$ cat config.mk
export PLATFORM = sky130hd
export DESIGN_NAME = divider_arbiter
export DESIGN_NICKNAME = d
export VERILOG_FILES = /design/src/rtl/divider_arbiter.sv
export SDC_FILE = /design/constraint.sdc
export NUM_CORES = 1
export LEC_CHECK = 0
export CAP_MARGIN = 20
export CELL_PAD_IN_SITES_DETAIL_PLACEMENT = 1
export CELL_PAD_IN_SITES_GLOBAL_PLACEMENT = 2
export CORE_UTILIZATION = 26
export DETAILED_ROUTE_END_ITERATION = 10
export PLACE_DENSITY = 0.8
export SLEW_MARGIN = 15
export SYNTH_ARGS = -nofsm -noshare
export SYNTH_HDL_FRONTEND = slang
export SYNTH_SLANG_ARGS = --single-unit
$ cat constraint.sdc
create_clock -name clk -period 2.9 [get_ports clk]
set_input_delay 0.58 -clock clk [delete_from_list [all_inputs] [get_ports clk]]
set_output_delay 0.58 -clock clk [all_outputs]
set_load 0.02 [all_outputs]
$ cat src/rtl/divider_arbiter.sv
// divider_arbiter
// Round-robin sequencing front-end that lets two requesters share one 6-bit
// restoring divider. It accepts a dividend/divisor pair and drives the
// divider's start/In_bus load protocol (dividend, then divisor). It then
// waits for done and returns quotient/remainder to the requester that owns
// the job. Only one job is in flight at a time.
//
// Optional feature: define DIV_ZERO_CHECK_EN to short-circuit zero divisors.
// Such jobs skip the divider and return q='1, r=dividend, err=1.
//
// Ports:
//   clk, rst                  clock, asynchronous active-high reset
//   req0_* / req1_*           requester operand handshake (valid/ready)
//   resp0_valid, resp1_valid  one-cycle result pulse to the job owner
//   resp_q, resp_r, resp_err  result registers, held until the next capture
//   div_start, div_in         divider start pulse and In_bus
//   div_done, div_q, div_r    divider completion and results
module divider_arbiter #(
  parameter int unsigned W = 6
) (
  input  logic         clk,
  input  logic         rst,
  input  logic         req0_valid,
  input  logic [W-1:0] req0_dividend,
  input  logic [W-1:0] req0_divisor,
  output logic         req0_ready,
  output logic         resp0_valid,
  input  logic         req1_valid,
  input  logic [W-1:0] req1_dividend,
  input  logic [W-1:0] req1_divisor,
  output logic         req1_ready,
  output logic         resp1_valid,
  output logic [W-1:0] resp_q,
  output logic [W-1:0] resp_r,
  output logic         resp_err,
  output logic         div_start,
  output logic [W-1:0] div_in,
  input  logic         div_done,
  input  logic [W-1:0] div_q,
  input  logic [W-1:0] div_r
);

  typedef enum logic [2:0] {IDLE, START, LOAD_DVS, WAIT, RESP} state_t;

  state_t       state, state_nxt;
  logic         last;
  logic         owner;
  logic [W-1:0] dvd, dvs;
  logic [W-1:0] res_q, res_r;
  logic         grant_any, grant_id;
  logic         div_zero;

`ifdef DIV_ZERO_CHECK_EN
  logic res_err;
  assign div_zero = (dvs == '0);
  assign resp_err = res_err;
`else
  assign div_zero = 1'b0;
  assign resp_err = 1'b0;
`endif

  // Grants are only made in IDLE. On a tie, the requester that was not
  // served last wins.
  always_comb begin
    grant_any = 1'b0;
    grant_id  = 1'b0;
    if (state == IDLE && !rst) begin
      grant_any = req0_valid | req1_valid;
      if (req0_valid && req1_valid) grant_id = ~last;
      else                          grant_id = req1_valid;
    end
  end

  assign req0_ready = grant_any & ~grant_id;
  assign req1_ready = grant_any &  grant_id;

  always_comb begin
    state_nxt = state;
    case (state)
      IDLE:     if (grant_any) state_nxt = START;
      START:    state_nxt = div_zero ? RESP : LOAD_DVS;
      LOAD_DVS: state_nxt = WAIT;
      WAIT:     if (div_done) state_nxt = RESP;
      RESP:     state_nxt = IDLE;
      default:  state_nxt = IDLE;
    endcase
  end

  always_comb begin
    div_start   = (state == START) && !div_zero;
    resp0_valid = (state == RESP) && !owner;
    resp1_valid = (state == RESP) &&  owner;
    div_in      = '0;
    case (state)
      START:    div_in = dvd;
      LOAD_DVS: div_in = dvs;
      default:  div_in = '0;
    endcase
  end

  assign resp_q = res_q;
  assign resp_r = res_r;

  always_ff @(posedge clk or posedge rst) begin
    if (rst) begin
      state <= IDLE;
      last  <= 1'b1;
      owner <= 1'b0;
      dvd   <= '0;
      dvs   <= '0;
      res_q <= '0;
      res_r <= '0;
`ifdef DIV_ZERO_CHECK_EN
      res_err <= 1'b0;
`endif
    end else begin
      state <= state_nxt;
      if (grant_any) begin
        owner <= grant_id;
        dvd   <= grant_id ? req1_dividend : req0_dividend;
        dvs   <= grant_id ? req1_divisor  : req0_divisor;
      end
      // RESP is always left after one cycle, so this fires once per job.
      if (state_nxt == RESP && state != RESP) last <= owner;
      if (state == WAIT && div_done) begin
        res_q <= div_q;
        res_r <= div_r;
`ifdef DIV_ZERO_CHECK_EN
        res_err <= 1'b0;
`endif
      end
`ifdef DIV_ZERO_CHECK_EN
      if (state == START && div_zero) begin
        res_q   <= '1;
        res_r   <= dvd;
        res_err <= 1'b1;
      end
`endif
    end
  end

endmodule

---- Yosys cells after proc, flatten, opt, wreduce, memory -nomap -nowiden ----
Cells that the tools add are included.
storage, ports and cells
  bits of input ports ..................... 41
  bits in registers ....................... 29
operators by class
  muxes and demuxes ....................... 9
  reduce and logical (&&, ||, !) cells .... 9
  bitwise logic cells ..................... 5
  eq/ne operators ......................... 6
operators with widths
  cell                                            count
  2-to-1 mux 6 bit                                2
  case mux 3 bit (4 select lines)                 1
  case mux 6 bit (2 select lines)                 1
  == test 3 x 2 -> 1 bit (second input constant)  2
  == test 3 bit (second input constant)           2
  logical AND 1 bit                               6
  2-to-1 mux 3 bit                                2
  == test 3 x 1 -> 1 bit (second input constant)  1
  logical NOT 3 bit                               1
  2-to-1 mux 1 bit                                3
  != test 3 bit (second input constant)           1
  AND 1 bit                                       2
  logical NOT 1 bit                               2
  inverter 1 bit                                  2
  OR 1 bit                                        1

---- Longest topological paths before layout ----
  depth in word-level cells ............... 7
  gate-level depth with buffers ........... 5
  depth with buffers taken out ............ 3

---- Least setup slack after synthesis ----
No wires, ideal clock.
  kind .................................... input -> output
  from .................................... input rst
  to ...................................... output req0_ready
  stages on the path ...................... 2
  data required time ...................... 2320 ps
  path slack .............................. 934 ps
  path buffers ............................ 0
  arrival ................................. 1386 ps
  cells stage by stage .................... or4_4 > nor3b_2
on the way
  longest elaborated chain between the ends .. 5
  elaborated cells between the ends (all ways) .. 6
  classes of those cells .................. 2 x mux; 2 x bitwise; 2 x reduce/logical
RTL lines
  element                        line  text
  start, declared                22    input logic rst,
  logical NOT 1 bit (no line) *  n/a
  logical AND 1 bit *            67    if (state == IDLE && !rst) begin
  2-to-1 mux 1 bit               67
  inverter 1 bit                 74    assign req0_ready = grant_any & ~grant_id;
  AND 1 bit *                    74
  end, declared                  26    output logic req0_ready,
Mark *: on every way between the ends. The rest lies on a longest branch, timed or not.

---- Worst setup path after layout ----
  from .................................... input rst
  to ...................................... output req1_ready
on the way
  longest elaborated chain between the ends .. 4
  elaborated cells between the ends (all ways) .. 5
  classes of those cells .................. 2 x mux; 1 x bitwise; 2 x reduce/logical
RTL lines
  element                        line  text
  logical NOT 1 bit (no line) *  n/a
  logical AND 1 bit *            67
  2-to-1 mux 1 bit               67
  AND 1 bit *                    75    assign req1_ready = grant_any & grant_id;
  end, declared                  31    output logic req1_ready,
Marked as above.

==> flow_summary.toml <==
[critical_path]
crit_end = "req1_ready"
critPathCaptureType = "primary output"
cp-start-kind = "input port"
crit_type = "in -> out"
cp_data_arrival_time_ns = 2.13
path_max_fanout = 3
cp_data_required_time_ns = 2.32
r2r_end = "resp_q[4]"
r2r-start = "state[2]"
crit_path_start = "rst"
ff2ff_setup_slack_ns = 1.02
rr_worst_depth = 3

[power]
p_sw_frac = 0.351
p_seq_frac = 0.340
power_mw = 2.19
p_comb_frac = 0.467
p_per_area_nw_per_um2 = 974
p_clk_frac = 0.193
p_sw_mw = 0.769
p_leak_nw = 0.932
vdd_drop_max_mv = 0.300
p_int_mw = 1.42

[logic_synthesis]
synth_flop_cell = "dfrtp_1"
yosysTopAreaCell = "dfrtp_1"
synth_fa_ha_area_frac = 0
synth_compound_area_frac = 0.137
synth_area_leaders = "dfrtp_1 50%, mux2_2 10%, a221o_1 8.5%, nor3_2 7.1%, nand2_1 3.7%"
synth_common_cells = "28 x dfrtp_1, 14 x nand2_1, 13 x mux2_2"
synth_top_family_by_area = "simple AND/OR/NAND/NOR gates"
synth_cells = 122
yosysSeqAreaShare = 0.516
synth_edf_count = 0
ys_types = 27
synth_mux_area_frac = 0.104
syn_area_per_cell_um2 = 11.5
synth_nets = 163
syn-cell-area_um2 = 1410
synthDominantCellAreaShare = 0.497
synth_most_common_cell = "dfrtp_1"
yosysWarnings = 0
synth_xor_area_frac = 0
ys_ff_latch = 29
synthArstFlopShare = 1.00
synthSimpleGateAreaFrac = 0.199

[layout]
final_core_util = 0.435
insertedDiodeCount = 0
final_area_um2 = 2250
num-fill-cells = 562
drive_gt1_frac = 0.225
layout.nets = 231
syn_to_final_growth_pct = 59.9

[floorplanning]
core_um2 = 5170
die_w_um = 75.6
initial_core_util = 0.272
ios = 65
dieHeight_um = 75.6
rows = 26
die-area_um2 = 5720

[clocking]
cts_sinks = 29
cts_made_buffers = 5
cts_max_path_buffers = 2
root_buffer = "clkbuf_8"
path_clk_slew_ns = 0.06
cts_tree = "yes"
cts-htree-levels = 2
cts-hold-fix-buffers = 0
clk_latency_ns = 0.27

[sta]
fin_crit_ns = 2.71
setup_viol = 0
hold_viol_final = 0
max_clock_freq_ghz = 0.369
slew_headroom = 0.526
period_share = 0.935
slew_violations = 0
finalSetupTns_ns = 0
worst_pin_slew_ns = 0.709
rsz0062_at_grt = "false"
skew_ns = 0.00158

[place]
dpl-instance-area_um2 = 2130
gp_congestion = 0.799
dp_hpwl_um = 3180
port_buffers = 63

[grt]
grt_pass1_wl_um = 6440
antenna_found_initial = 0
grt_max_degree = 19
globalRouteOverflowTotal = 0
grt_pass1_vias = 1308
grt_usage = 0.154

[run]
max-cap-violations = 0

[route]
drt_iter0_drc = 44
vias = 1204
ant_nets = 0
avgViaCountPerCell = 4.61
first_pass_iters = 4
drt-total-wl_um = 4170
drcViolationCount = 0
routedWlPerCell_um = 16.0

[status]
status = "completed"

[min_path]
min_path_type = "reg -> reg"
==> cells in the final DEF (no fill, tap or decap), drive strengths merged <==
cell and n:
and2 1, or4 1, dlymetal6s2s 1, nor3b 1, o21ai 2, a221o 12, dfrtp 28, nand2b 1
nand2 14, conb 1, buf 7, mux2 13, nor2b 4, clkbuf 7, nand3b 1, clkdlybuf4s50 62
a22oi 6, bufinv 1, o21ba 1, nor4 1, dfstp 1, a211oi 1, and3 2, nor2 8
nor3 12, inv 2
==> area by class of cell <==
class                      instances  area, µm²  share of cell area
clock buffer                       7       86.3              0.0383
clock inverter                     1       30.0              0.0133
inverter                           2       7.51             0.00333
multi-input combinational         82        628               0.279
sequential                        29        727               0.323
tap                               70       87.6              0.0389
timing repair buffer              70        686               0.304
==> power by group through the flow <==
stage	sequential, mW	combinational [mW]	clock (mW)
after global routing	0.776	1.09	0.459
final	0.746	1.02	0.424
after CTS	0.745	1.04	0.440
after floorplan	0.815	0.490	0
after global placement	0.741	1.00	0
after detailed placement	0.753	1.03	0
==> layer usage <==
| metal | wire length, µm | vias to the layer above | global-route usage |
|---|---|---|---|
| met1 | 1830 | 602 | 0.191 |
| met3 | 81 | 4 | 0.0331 |
| met5 | 0 | - | 0 |
| met4 | 54 | 0 | 0.0514 |
| met2 | 2200 | 20 | 0.266 |
| li1 | - | 578 | - |
==> how the worst min path moves through the flow <==
stage	start	to	slack [ns]	cells after the start
2_1_floorplan	dvd[0]	dvd[0]	0.48	1
3_3_place_gp	resp_r[1]	resp_r[1]	0.49	1
3_5_place_dp	resp_r[1]	resp_r[1]	0.50	1
4_1_cts	resp_r[1]	resp_r[1]	0.51	1
5_1_grt	dvd[1]	dvd[1]	0.53	1
6_report	resp_q[3]	resp_q[3]	0.51	1
==> registers in the layout (all words and copies together) (netlist names) <==
name,count
resp_r,6
owner,1
resp_q,6
state,3
last,1
dvd,6
dvs,6
==> kinds of logic (layout without fill, tap and decap cells) <==
group,Yosys count,after routing
muxes,13,13
and+or+nand+nor,46,46
AOI/OAI and AO/OA,22,22
DFF,29,29
buffers and inverters,11,80
other,1,1
==> worst max-delay path, stage by stage <==
cell and delay, ns:
clkdlybuf4s50_1 0.44, nor4_1 0.23, and3_1 0.25, clkdlybuf4s50_1 0.63
==> metrics by stage <==
stage                     cells  worst slack, ns  hold WS, ns
after floorplan             122            0.934        0.481
after global placement      253           0.0539        0.494
after detailed placement    253           0.0311        0.498
after CTS                   261           0.0197        0.513
after global routing        261           0.0894        0.528
final                       261            0.187        0.508
==> repair_timing <==
| action | 4_1_cts | 5_1_grt |
|---|---|---|
| resized for setup | 0 | 3 |
| setup endpoints to repair | 0 | 3 |
| setup buffers | 0 | 0 |
Power figures use the tool's default switching activity.
